==> src/rtl/keccak_pi_inv_stream.sv <==
// Lane-serial inverse-Pi permutation for Keccak-f[1600]: buffers 25 lanes, then re-emits them permuted.
// Optional KECCAK_PI_DIR_EN adds a dir port and the forward-Pi map (dir=1).
module keccak_pi_inv_stream #(
    parameter int LANE_W  = 64,
    parameter int N_LANES = 25
) (
    input  logic              clk,
    input  logic              rst,
    input  logic              s_lane_valid,
    output logic              s_lane_ready,
    input  logic [0:LANE_W-1] s_lane,
    output logic              m_lane_valid,
    input  logic              m_lane_ready,
    output logic [0:LANE_W-1] m_lane,
    output logic              m_lane_last,
    output logic              busy
`ifdef KECCAK_PI_DIR_EN
    ,
    input  logic              dir
`endif
);

    localparam int CNT_W = $clog2(N_LANES);
    typedef logic [CNT_W-1:0] cnt_t;
    localparam cnt_t LAST = cnt_t'(N_LANES - 1);

    // Output k = 5y+x reads lane 5*((2x+3y) mod 5) + y.
    localparam cnt_t INV_MAP [N_LANES] = '{
        5'd0,  5'd10, 5'd20, 5'd5,  5'd15,
        5'd16, 5'd1,  5'd11, 5'd21, 5'd6,
        5'd7,  5'd17, 5'd2,  5'd12, 5'd22,
        5'd23, 5'd8,  5'd18, 5'd3,  5'd13,
        5'd14, 5'd24, 5'd9,  5'd19, 5'd4
    };

`ifdef KECCAK_PI_DIR_EN
    // Output k = 5y+x reads lane 5x + ((x+3y) mod 5).
    localparam cnt_t FWD_MAP [N_LANES] = '{
        5'd0,  5'd6,  5'd12, 5'd18, 5'd24,
        5'd3,  5'd9,  5'd10, 5'd16, 5'd22,
        5'd1,  5'd7,  5'd13, 5'd19, 5'd20,
        5'd4,  5'd5,  5'd11, 5'd17, 5'd23,
        5'd2,  5'd8,  5'd14, 5'd15, 5'd21
    };
    logic dir_q;
`endif

    typedef enum logic {LOAD, EMIT} state_t;

    state_t            state;
    cnt_t              in_cnt;
    cnt_t              out_cnt;
    cnt_t              src;
    logic [0:LANE_W-1] lane_buf [N_LANES];

    wire s_hs = s_lane_valid & s_lane_ready;

    always_ff @(posedge clk or posedge rst) begin
        if (rst) begin
            state        <= LOAD;
            in_cnt       <= '0;
            out_cnt      <= '0;
            s_lane_ready <= 1'b1;
            m_lane_valid <= 1'b0;
            busy         <= 1'b0;
`ifdef KECCAK_PI_DIR_EN
            dir_q        <= 1'b0;
`endif
        end else begin
            case (state)
                LOAD: begin
                    if (s_hs) begin
                        busy <= 1'b1;
                        if (in_cnt == LAST) begin
                            in_cnt       <= '0;
                            state        <= EMIT;
                            s_lane_ready <= 1'b0;
                            m_lane_valid <= 1'b1;
`ifdef KECCAK_PI_DIR_EN
                            dir_q        <= dir;
`endif
                        end else begin
                            in_cnt <= in_cnt + 1'b1;
                        end
                    end
                end
                EMIT: begin
                    if (m_lane_ready) begin
                        if (out_cnt == LAST) begin
                            out_cnt      <= '0;
                            state        <= LOAD;
                            s_lane_ready <= 1'b1;
                            m_lane_valid <= 1'b0;
                            busy         <= 1'b0;
                        end else begin
                            out_cnt <= out_cnt + 1'b1;
                        end
                    end
                end
                default: state <= LOAD;
            endcase
        end
    end

    // Lane storage carries data only, so it is left out of reset.
    always_ff @(posedge clk) begin
        if (s_hs) begin
            lane_buf[in_cnt] <= s_lane;
        end
    end

    always_comb begin
        src = INV_MAP[out_cnt];
`ifdef KECCAK_PI_DIR_EN
        if (dir_q) begin
            src = FWD_MAP[out_cnt];
        end
`endif
        m_lane = '0;
        if (m_lane_valid) begin
            m_lane = lane_buf[src];
        end
    end

    assign m_lane_last = m_lane_valid & (out_cnt == LAST);

endmodule

==> config.mk <==
export PLATFORM = sky130hd
export DESIGN_NAME = keccak_pi_inv_stream
export DESIGN_NICKNAME = d
export VERILOG_FILES = /design/src/rtl/keccak_pi_inv_stream.sv
export SDC_FILE = /design/constraint.sdc
export NUM_CORES = 2
export LEC_CHECK = 0
export CAP_MARGIN = 5
export CORE_MARGIN = 4
export CORE_UTILIZATION = 35
export DETAILED_ROUTE_END_ITERATION = 6
export HOLD_SLACK_MARGIN = 0.05
export SYNTH_ARGS = -nofsm -noshare
export SYNTH_HDL_FRONTEND = slang
export SYNTH_SLANG_ARGS = --single-unit
==> constraint.sdc <==
create_clock -name clk -period 7.3 [get_ports clk]
set_input_delay 1.46 -clock clk [delete_from_list [all_inputs] [get_ports clk]]
set_output_delay 1.46 -clock clk [all_outputs]
set_load 0.05 [all_outputs]
Yosys cells after proc, flatten, opt, wreduce, memory -nomap -nowiden
Memories as Yosys holds them, arrays and structs flattened.
Cells that the tools add are included.
{"block": "totals", "reg_bits": 14, "mem_bits_rw": 1600, "mem_bits_ro": 160, "in_bits": 68, "output_inout_bits": 68, "word_cells": 49, "mem_count": 2}
{"block": "op_classes", "addsub": 2, "magnitude_cmp": 1, "n_eq_ne": 6, "n_mux": 24, "n_bitwise": 4, "reduce_logical": 4}
{"name": "lane_buf", "words": 25, "word_bits": 64, "read_ports": 1, "rd_clocked_by_memory_dff": 0, "write_ports": 1, "line_no": "54", "text": "logic [0:LANE_W-1] lane_buf [N_LANES];"}
{"name": "(no name shown)", "words": 32, "word_bits": 5, "read_ports": 1, "rd_clocked_by_memory_dff": 0, "write_ports": 0, "line_no": "113", "text": "src = INV_MAP[out_cnt];"}
{"operator": "$mux 64", "count": 1}
{"operator": "$mux 5", "count": 4}
{"operator": "$mux 1", "count": 15}
{"operator": "$add 5x1->5 const B", "count": 2}
{"operator": "$eq 5x5->1 const B", "count": 2}
{"operator": "$pmux 1 s2", "count": 4}
{"operator": "$ge 6x6->1 const B", "count": 1}
{"operator": "$ne 2x2->1 const B", "count": 3}
{"operator": "$not 5->6", "count": 1}
{"operator": "$reduce_and 2->1", "count": 2}
{"operator": "$reduce_and 4->1", "count": 1}
{"operator": "$reduce_and 3->1", "count": 1}
{"operator": "$and 1x1->1", "count": 2}
{"operator": "$ne 2x1->1 const B", "count": 1}
{"operator": "$not 1->1", "count": 1}

Depth between registers and ports, before layout
An unclocked memory read counts as a cell.
{"block": "depth", "depth_word": 6, "depth_mapped": 12, "mapped_depth_nobuf": 8}

Least setup slack after synthesis
No wires, ideal clock.
{"block": "synth_path", "kind": "in2reg", "from": "in s_lane_valid", "to": "mem lane_buf[15][0] in the netlist's numbering (enable)", "setup_time_ns": 0.487, "arrival_time_ns": 4.660, "t_required_ns": 6.813, "setup_slack_ns": 2.154, "cell_stages": 4, "n_path_buf": 1, "path_cell_list": "and2_1 clkbuf_1 nand2_1 nor2_1"}
{"block": "synth_via", "elab_chain_cells": 3}
{"element": "start, declared", "line_no": "9", "text": "input logic s_lane_valid,"}
{"element": "$and 1x1->1", "line_no": "56", "text": "wire s_hs = s_lane_valid & s_lane_ready;"}
{"element": "$mux 1", "line_no": "107", "text": "if (s_hs) begin"}
{"element": "$mux 1 (implied by the code)", "line_no": "108", "text": "lane_buf[in_cnt] <= s_lane;"}
{"element": "end, declared", "line_no": "54"}
No other way between the ends.

Worst setup path in the final report
{"block": "layout_path", "from": "reg out_cnt[0]", "to": "out m_lane[63] in the netlist's numbering"}
{"block": "layout_via", "elab_chain_cells": 6}
{"element": "start, declared", "line_no": "52", "text": "cnt_t out_cnt;"}
{"element": "start signal, assigned", "line_no": "96", "text": "out_cnt <= out_cnt + 1'b1;"}
{"element": "$not 5->6 (implied by the code)", "line_no": "113"}
{"element": "$mem_v2 32x5"}
{"element": "$mux 5 (implied by the code) (2 in a row)", "line_no": "113"}
{"element": "$mem_v2 25x64"}
{"element": "$mux 64", "line_no": "120", "text": "if (m_lane_valid) begin"}
{"element": "end, declared", "line_no": "14", "text": "output logic [0:LANE_W-1] m_lane,"}
No other way between the ends. The select of a mux whose other input is x is not followed.

==> results.toml <==
[run_status]
outcome = "completed"

[clock_tree]
cts.sinks = 1614
cts_buffers = 166
ctsRootBufferMaster = "clkbuf_16"
clock_latency_ns = 0.81
h-tree-depth = 4
clkTransAtPathRegs_ns = 0.06
cts.hold.buffers_added = 0
clk_path_buf_depth = 3
cts_tree = "done"

[setup_path]
cp.required_ns = 5.84
critical_path.max_stage_delay_ns = 0.94
worst_path_max_delay_cell = "clkdlybuf4s50_1"
cp_data_arrival_time_ns = 5.63
endpoint_kind = "output port"
crit_path_max_fanout = 35
worstPathCellList = "inv_1 -> ha_1 -> nor2b_1 -> mux4_4 -> buf_12 -> nor2_4 -> buf_12 -> a221o_1 -> a41oi_1 -> clkdlybuf4s50_1"
cp_common_cell = "buf_12"
start_kind = "flop"
critPathKind = "reg -> out"

[route]
post_drt_wl_per_cell_um = 25.7
top_layer = "met5"
drt_wl_total_um = 176000
vias = 36800
route.met2.wl_um = 85400
drtPass1Iterations = 5
drtIter0Drc = 3746
drc_errors = 0
wl_met3_um = 10100
met1Wirelength_um = 75900
ant_nets = 0
viasPerCell = 5.37

[global_route]
antenna_found_initial = 16
gr-usage-all-layers_pct = 18.1
grt_first_pass_wirelength_um = 254000
grt_start_max_net_pins = 149
grt_pass1_vias = 35600
overflow = 0

[timing]
tns_ns = 0
min_period_over_period_pct = 97.2
max_slew_margin_pct = 27.8
hold_violations = 0
hold_ws_ns = 0.496
slew_violations = 0
clock_skew_ns = 0.0246
min_period_ns = 7.09
setup_viol = 0
rsz0062_at_grt = "no"
tightestPinTransition_ns = 1.08
max_freq_mhz = 141

[synth]
ys.flop_type = "edfxtp_1"
synthCells = 4201
synth_edf_count = 1600
synthArstFlopShare_pct = 0.867
ys_seq_elements = 1614
syn_area_per_cell_um2 = 15.2
yosysWarnings = 0
ys_seq_area_share_pct = 75.7
synthDistinctLibCells = 52
syn-num-nets = 4279
netlist_area_um2 = 63900

[layout]
drive_gt1_share_pct = 8.46
syn_to_final_growth_pct = 15.2
num-nets-final = 4433
final_common_cell = "edfxtp_1"
fill_cells = 16300
final_cell_mix = "edfxtp_1 (1,600), nand2_1 (781), nand3_1 (581)"

[floorplanning]
core_um2 = 181000
core.rowCount = 156
die_w_um = 435
start_util_pct = 35.3
io_pins = 136
dieHeight_um = 435
die-area_um2 = 190000

[power]
finalPower_w = 0.0183
peakVddDrop_uv = 237
p_leak_nw = 24.2
power_density_nw_per_um2 = 249

[flow_run]
drv_cap = 0

[place]
hpwl_um = 89800
port_buffers = 135
gp_congestion = 0.744

[hold_path]
min_path_type = "reg -> reg"
logic make-up (layout without fill, tap and decap cells):
family | after synthesis | after routing | share of synthesized area, %
DFF | 1614 | 1614 | 75.7
and+or+nand+nor | 1422 | 1422 | 9.61
muxes | 523 | 524 | 8.29
buffers and inverters | 343 | 623 | 2.43
AOI/OAI and AO/OA | 288 | 288 | 3.74
adders and majority gates | 10 | 10 | 0.196
xor gates and xnor gates | 1 | 1 | 0.0137
other | 0 | 5 | 0
report_power, final:
part / internal, W / leakage [nW] / switching, W
sequential: 0.0102 / 14.5 / 0
combinational: 0.0000315 / 7.17 / 0.000126
clock: 0.00445 / 2.45 / 0.00351
total: 0.0147 / 24.2 / 0.00364
registers in the layout (all words and copies together) (netlist names):
| signal | count |
|---|---|
| lane_buf | 1600 |
| in_cnt | 5 |
| out_cnt | 5 |
| busy | 1 |
| m_lane_valid | 1 |
| s_lane_ready | 1 |
| state | 1 |
worst max-delay path: cells and delay by family, from the launching register on:
kind            cells  cell delay (ns)
compound gates      2             1.01
fa+ha+maj           1             0.42
buf+inv             4             1.63
flops               1             0.57
mux                 1             0.81
simple gates        2             0.35
routing by layer:
layer | up-vias | track usage [%]
met5 | - | 0
met4 | 10 | 5.52
met3 | 285 | 2.66
met2 | 1254 | 29.9
met1 | 18900 | 24.8
li1 | 16300 | -
cells in the mapped netlist (2+ instances only):
library cell	number	share of area [%]
edfxtp_1	1600	75
nand2_1	781	4.6
nand3_1	583	4.6
mux2i_1	516	8.1
clkbuf_1	170	1.0
inv_1	76	0.45
a31oi_1	65	0.64
a221o_1	64	1.0
a41oi_1	64	0.88
o221ai_1	64	0.88
buf_2	41	0.32
nor2_1	30	0.18
buf_6	25	0.44
buf_1	21	0.12
dfrtp_1	13	0.51
ha_1	10	0.20
o21ai_0	9	0.070
nor2b_1	7	0.069
buf_4	5	0.059
mux4_2	5	0.18
nand2b_1	4	0.039
a21o_1	3	0.035
a21oi_1	3	0.023
and2_1	3	0.029
inv_2	3	0.018
o21ai_1	3	0.023
o31ai_1	3	0.035
clkbuf_4	2	0.023
nand3b_1	2	0.023
nor2_2	2	0.020
nor3_1	2	0.016
o31a_1	2	0.027
final cells by class:
type	instances	area, um2	area share [%]
antenna	5	12.5	0.0170
clock buffer	209	4360	5.92
clock inverter	86	704	0.956
inverter	79	302	0.409
multi-input combinational	2245	14300	19.4
sequential	1614	48400	65.7
tap	2370	2970	4.03
timing repair buffer	249	2660	3.60
metrics by stage:
stage	utilization [%]	instances	area (um2)	setup WS (ns)
after CTS	40.6	6851	73600	0.0448
final	40.7	6857	73700	0.206
after global routing	40.7	6854	73600	0.0101
after global placement	37.8	6556	68500	1.02
after detailed placement	37.8	6556	68500	0.946
after floorplan	-	4201	63900	2.15
worst paths after layout:
kind                                           from                         to  slack [ns]  cells past startpoint
min in group asynchronous                       rst   m_lane_valid$_DFFE_PP0P_        1.13                      2
max in group asynchronous                       rst     out_cnt[2]$_DFFE_PP0P_        5.77                      2
min reg2reg                s_lane_ready$_DFFE_PP1P_   s_lane_ready$_DFFE_PP1P_        0.50                      2
min                        s_lane_ready$_DFFE_PP1P_   s_lane_ready$_DFFE_PP1P_        0.50                      2
max reg2reg                s_lane_ready$_DFFE_PP1P_  lane_buf[3][53]$_DFFE_PP_        4.00                      4
max                          out_cnt[0]$_DFFE_PP0P_                 m_lane[63]        0.21                     10
timing repair:
item / in CTS / in global routing
buffers inserted: 0 / 0
gates resized for setup: 0 / 4
endpoints found under the setup margin: 0 / 12
Power figures use the tool's default switching activity.
